`src/rtl/ysyx_25040129_wbu.sv`:
```
// Writeback unit: arbitrates LSU/EXU results onto one registered
// register-file write port and keeps per-register pending-write counters
// so that decode can stall on RAW/WAW hazards.
module ysyx_25040129_wbu #(
   parameter int REGS_DIG = 4,
   parameter int XLEN     = 32
) (
   input  logic                clk_i,
   input  logic                rst_i,
   input  logic                iss_valid_i,
   input  logic [REGS_DIG-1:0] iss_rd_i,
   output logic                iss_ready_o,
   input  logic [REGS_DIG-1:0] src1_id_i,
   input  logic [REGS_DIG-1:0] src2_id_i,
   output logic                src1_busy_o,
   output logic                src2_busy_o,
   input  logic                exu_valid_i,
   output logic                exu_ready_o,
   input  logic [REGS_DIG-1:0] exu_rd_i,
   input  logic [XLEN-1:0]     exu_data_i,
   input  logic                lsu_valid_i,
   output logic                lsu_ready_o,
   input  logic [REGS_DIG-1:0] lsu_rd_i,
   input  logic [XLEN-1:0]     lsu_data_i,
   output logic [REGS_DIG-1:0] rd_o,
   output logic                reg_write_o,
   output logic [XLEN-1:0]     result_o
);

   localparam int NREGS = 1 << REGS_DIG;

   // x0 never gets a counter; it is hardwired to zero.
   logic [1:0]          pend_q [1:NREGS-1];
   logic [REGS_DIG-1:0] rd_q,        rd_d;
   logic [XLEN-1:0]     result_q,    result_d;
   logic                reg_write_q, reg_write_d;

   logic                acc;
   logic [REGS_DIG-1:0] acc_rd;
   logic [XLEN-1:0]     acc_data;
   logic                iss_fire;
   logic [NREGS-1:1]    inc_vec;
   logic [NREGS-1:1]    dec_vec;

   // LSU always wins; EXU only sees ready when the LSU is idle.
   assign lsu_ready_o = 1'b1;
   assign exu_ready_o = !lsu_valid_i;
   assign acc         = lsu_valid_i || exu_valid_i;
   assign acc_rd      = lsu_valid_i ? lsu_rd_i   : exu_rd_i;
   assign acc_data    = lsu_valid_i ? lsu_data_i : exu_data_i;
   assign iss_fire    = iss_valid_i && iss_ready_o;

   // Scoreboard lookups and per-register increment/decrement strobes.
   always_comb begin
      iss_ready_o = 1'b1;
      src1_busy_o = 1'b0;
      src2_busy_o = 1'b0;
      inc_vec     = '0;
      dec_vec     = '0;
      for (int i = 1; i < NREGS; i++) begin
         if (iss_rd_i == REGS_DIG'(i) && pend_q[i] == 2'd3) iss_ready_o = 1'b0;
         if (src1_id_i == REGS_DIG'(i) && pend_q[i] != 2'd0) src1_busy_o = 1'b1;
         if (src2_id_i == REGS_DIG'(i) && pend_q[i] != 2'd0) src2_busy_o = 1'b1;
         inc_vec[i] = iss_fire && (iss_rd_i == REGS_DIG'(i));
         dec_vec[i] = reg_write_q && (rd_q == REGS_DIG'(i));
      end
   end

   // Next state of the write port; rd/result hold when nothing is accepted.
   always_comb begin
      rd_d        = rd_q;
      result_d    = result_q;
      reg_write_d = 1'b0;
      if (acc) begin
         rd_d        = acc_rd;
         result_d    = acc_data;
         reg_write_d = (acc_rd != '0);
      end
   end

   // Write-port registers and pending counters; retire on the RF capture edge.
   always_ff @(posedge clk_i) begin
      if (rst_i) begin
         rd_q        <= '0;
         result_q    <= '0;
         reg_write_q <= 1'b0;
         for (int i = 1; i < NREGS; i++) pend_q[i] <= 2'd0;
      end else begin
         rd_q        <= rd_d;
         result_q    <= result_d;
         reg_write_q <= reg_write_d;
         for (int i = 1; i < NREGS; i++) begin
            if (inc_vec[i] && !dec_vec[i]) begin
               pend_q[i] <= pend_q[i] + 2'd1;
            end else if (dec_vec[i] && !inc_vec[i] && pend_q[i] != 2'd0) begin
               pend_q[i] <= pend_q[i] - 2'd1;
            end
         end
      end
   end

`ifndef SYNTHESIS
   // Retiring a register with no pending write means upstream broke protocol.
   always_ff @(posedge clk_i) begin
      if (!rst_i) begin
         for (int i = 1; i < NREGS; i++) begin
            if (dec_vec[i] && !inc_vec[i] && pend_q[i] == 2'd0)
               $error("wbu: retire of x%0d with no pending write", i);
         end
      end
   end
`endif

   assign rd_o        = rd_q;
   assign result_o    = result_q;
   assign reg_write_o = reg_write_q;

endmodule
```
`config.mk`:
```
export PLATFORM = sky130hd
export DESIGN_NAME = ysyx_25040129_wbu
export DESIGN_NICKNAME = d
export VERILOG_FILES = /design/src/rtl/ysyx_25040129_wbu.sv
export SDC_FILE = /design/constraint.sdc
export NUM_CORES = 1
export LEC_CHECK = 0
export CAP_MARGIN = 20
export CORE_ASPECT_RATIO = 0.6
export CORE_MARGIN = 2
export CORE_UTILIZATION = 49
export DETAILED_ROUTE_END_ITERATION = 12
export PLACE_DENSITY = 0.93
export SETUP_SLACK_MARGIN = 0.2
export SLEW_MARGIN = 0
export SYNTH_ARGS = -nofsm -noshare
export SYNTH_HDL_FRONTEND = slang
export SYNTH_SLANG_ARGS = --single-unit
```
`constraint.sdc`:
```
create_clock -name clk_i -period 2.9 [get_ports clk_i]
set_input_delay 0.435 -clock clk_i [delete_from_list [all_inputs] [get_ports clk_i]]
set_output_delay 0.435 -clock clk_i [all_outputs]
set_load 0.05 [all_outputs]
```
### Word level (Yosys, flattened, before mapping)

Memories as Yosys holds them, arrays and structs flattened.
Cells that the tools add are included.
W data, S select, Z words.

| operators by class | value |
|---|---|
| reduce and logical (&&, ||, !) cells | 170 |
| eq/ne operators | 75 |
| $add $sub $neg | 30 |
| bitwise gates (word level) | 31 |
| mux-type cells | 184 |

Operators by type and width:

| kind | number |
|---|---|
| $mux W1 | 152 |
| $eq A4 B4 Y1 const B | 32 |
| $logic_and A1 B1 Y1 | 121 |
| $eq A4 B3 Y1 const B | 16 |
| $mux W2 | 30 |
| $eq A4 B2 Y1 const B | 8 |
| $mux W32 | 1 |
| $logic_not A1 Y1 | 31 |
| $add A2 B1 Y2 const B | 15 |
| $eq A2 B2 Y1 const B | 15 |
| $or A1 B1 Y1 | 30 |
| $reduce_bool A2 Y1 | 15 |
| $sub A2 B1 Y2 const B | 15 |
| $eq A4 B1 Y1 const B | 4 |
| $mux W4 | 1 |
| $reduce_bool A4 Y1 | 1 |
| $reduce_or A2 Y1 | 1 |
| $logic_or A1 B1 Y1 | 1 |
| $not A1 Y1 | 1 |

| word-level totals | value |
|---|---|
| memory bits (writable) | 30 |
| output and inout port bits | 42 |
| word-level logic and storage cells | 494 |
| input port bits | 89 |
| memories | 1 |
| register bits | 37 |

Memory list:

| memory | depth | width | read ports | clocked after memory_dff | write ports | RTL line | text |
|---|---|---|---|---|---|---|---|
| pend_q | 15 | 2 | 15 | 0 | 15 | 33 | `logic [1:0] pend_q [1:NREGS-1];` |

### Logic depth before layout (Yosys ltp)

An unclocked memory read counts as a cell.

| depth | value |
|---|---|
| depth in word-level cells | 28 |
| depth in mapped cells | 7 |
| gate-level depth less buffers | 6 |

### Worst setup path before layout

No wires, ideal clock.

| path | value |
|---|---|
| kind | reg-to-output |
| from | reg pend_q[0][26] (netlist name) |
| to | out iss_ready_o |
| cell stages (with the launch flop) | 8 |
| path slack | 0.081 ns |
| arrival | 2.384 ns |
| required time | 2.465 ns |
| buffers on the path | 2 |
| cell sequence | edfxtp_1 > ha_1 > and4b_1 > o21a_1 > or4_1 > buf_2 > buf_6 > nor3_2 |

RTL lines:

| item | RTL line | text |
|---|---|---|
| end, declared | 12 | `output logic iss_ready_o,` |

==> results.toml <==
[power]
power_mw = 2.92
power_density_nw_per_um2 = 450
max-vdd-ir-drop_v = 0.000369
p_leak_nw = 2.62

[sta]
tightest_slew_ns = 0.682
timing.final.crit_share = 0.912
setup-tns-final_ns = 0
fin_skew_ns = 0.00469
rsz0062_at_grt = "false"
fin_crit_ns = 2.65
slew-limit-headroom = 0.546
setup-violations-final = 0
final_hold_viol_count = 0
drv_slew = 0
max_freq_ghz = 0.378

[grt]
grt_usage = 0.299
grt_max_degree = 75
antenna_found_initial = 0
grt_pass1_vias = 4647
grt-ovfl-total = 0
grt_pass1_wl_mm = 23.4

[cells_and_area]
diodes = 0
drive_above_1_share = 0.108
areaGrowthSynthToFinish_pct = 40.2
stdcell_count = 797
layout.cells.most_common = "clkdlybuf4s50_1"
fin_nets = 781
layout_common_cells = "118 x clkdlybuf4s50_1, 79 x nor2_1, 54 x a21oi_1, 46 x mux2i_1"

[routing]
num_vias = 4734
drtPass1Iterations = 5
wirelength_mm = 15.1
drtIter0Drc = 447
avgViaCountPerCell = 5.94
drcViolationCount = 0
wl_per_cell_um = 19.0
ant_nets = 0

[yosys]
synthFlopType = "dfxtp_1"
syn_inst = 526
synth-edff-count = 30
yosysWarnings = 0
ys_ff_latch = 67
netlist_area_um2 = 4630
avgSynthCellArea_um2 = 8.80
synth-xor-area-share = 0
synth_async_sr_flop_share = 0
synth_top_family_by_area = "simple AND/OR/NAND/NOR gates"
seq_area_frac_synth = 0.354
ys_types = 56
synth-compound-area-share = 0.156
muxShareOfSynthArea = 0.138
synth-adder-area-share = 0.0811
synthesis.nets = 645
synth-simple-area-share = 0.208

[placed_design]
place.gp.congestion = 1.01
dp.final_hpwl_mm = 11.9
dpl.cell_count = 780
port_buffers = 129

[floorplan]
fp.dieW_um = 130
core_um2 = 9190
die-area_um2 = 10300
initial_core_util = 0.504
rows = 27
io_pins = 131
die_h_um = 79.3

[run]
cap_violations = 0

[setup_path]
cpMaxStageDelayCell = "mux4_2"
worst-path-buf-inv = 2
end_kind = "output port"
crit_chain = "inv_1 > ha_1 > mux4_2 > mux2_2 > a22oi_1 > buf_12"
critical_path_peak_fanout = 4
required_ns = 2.47
arrival_ns = 2.21
worst_setup_path_start_kind = "flip-flop"
reg2reg_from = "pend_q[0][26]$_DFFE_PP_"
crit_start = "pend_q[0][20]$_DFFE_PP_"
max_stage_delay_ns = 0.47
critPathKind = "flip-flop to output port"
path_delay_family = "multiplexers"

[clocking]
clk_latency_ns = 0.33
cts_tree = "done"
root_buffer = "clkbuf_16"
cts.path.max_buffers = 2
path_clk_slew_ns = 0.05
numCtsBuffers = 9
h-tree-depth = 3
cts_sinks = 67

[run_status]
status = "finished, final reports clean"

[min_path]
min_path_type = "flip-flop to flip-flop"
hold_start = "pend_q[0][12]$_DFFE_PP_"
-- final timing paths --
path / endpoint / slack, ns / cells after the start
hold reg to reg: pend_q[0][12]$_DFFE_PP_ / 0.60 / 1
setup / recovery: src1_busy_o / 0.25 / 6
setup reg to reg: pend_q[0][27]$_DFFE_PP_ / 0.57 / 6
hold / removal: pend_q[0][12]$_DFFE_PP_ / 0.60 / 1
-- power breakdown --
| group | total, mW | internal [mW] | switching [mW] |
|---|---|---|---|
| sequential | 1.08 | 1.04 | 0.0400 |
| clock | 1.11 | 0.704 | 0.408 |
| combinational | 0.728 | 0.322 | 0.406 |
-- cells by family (layout without fill, tap and decap cells) --
kind of cell,Yosys count,after routing
simple gates,189,189
compound gates,113,113
buf+inv,68,209
flops,67,67
mux,58,58
fa+ha+maj,30,30
other cells,1,1
-- area by class of cell --
| class | instances | area, um^2 |
|---|---|---|
| sequential | 67 | 1640 |
| tap | 130 | 163 |
| clock buffer | 13 | 293 |
| inverter | 37 | 139 |
| clock inverter | 3 | 16.3 |
| fill | 693 | 2700 |
| timing repair buffer | 156 | 1520 |
| multi-input combinational | 391 | 2720 |
-- synth_stat cells, drive strengths merged, types with 5 or more instances --
cell	count	area share
a21oi	54	0.058
buf	16	0.019
clkbuf	15	0.012
dfxtp	37	0.16
edfxtp	30	0.19
ha	30	0.081
inv	37	0.030
mux2	8	0.019
mux2i	46	0.099
nand2	19	0.015
nand2b	11	0.015
nand3	17	0.018
nand3b	6	0.0097
nor2	79	0.064
nor3	14	0.016
o211ai	13	0.023
o22ai	14	0.019
o31ai	5	0.0081
or2	5	0.0068
or4	7	0.011
-- what timing repair did --
| action | in CTS | in global routing |
|---|---|---|
| gates cloned | 0 | 0 |
| buffers inserted | 0 | 1 |
| pin swaps | 0 | 1 |
| resized for setup | 6 | 2 |
| hold buffers | 0 | 0 |
| setup endpoints to repair | 3 | 1 |
-- layer usage --
layer	wire length, um	up-vias	track usage
met2	6930	258	0.495
met4	240	0	0.0742
met5	0	-	0
li1	-	2186	-
met3	1580	27	0.0970
met1	6370	2263	0.380
-- registers in the layout (all words and copies together), names as in the netlist --
name	count
rd_o	4
reg_write_o	1
result_o	32
pend_q	30
-- stage by stage --
stage                     area [um^2]  worst slack, ns   util  hold slack, ns
final                            6490            0.255  0.706           0.598
after floorplan                  4640            0.283      -           0.556
after detailed placement         6170           0.0159  0.672           0.587
after CTS                        6480            0.134  0.705           0.597
after global routing             6490            0.207  0.706           0.614
after global placement           6170           0.0276  0.672           0.573
Power figures use the tool's default switching activity.
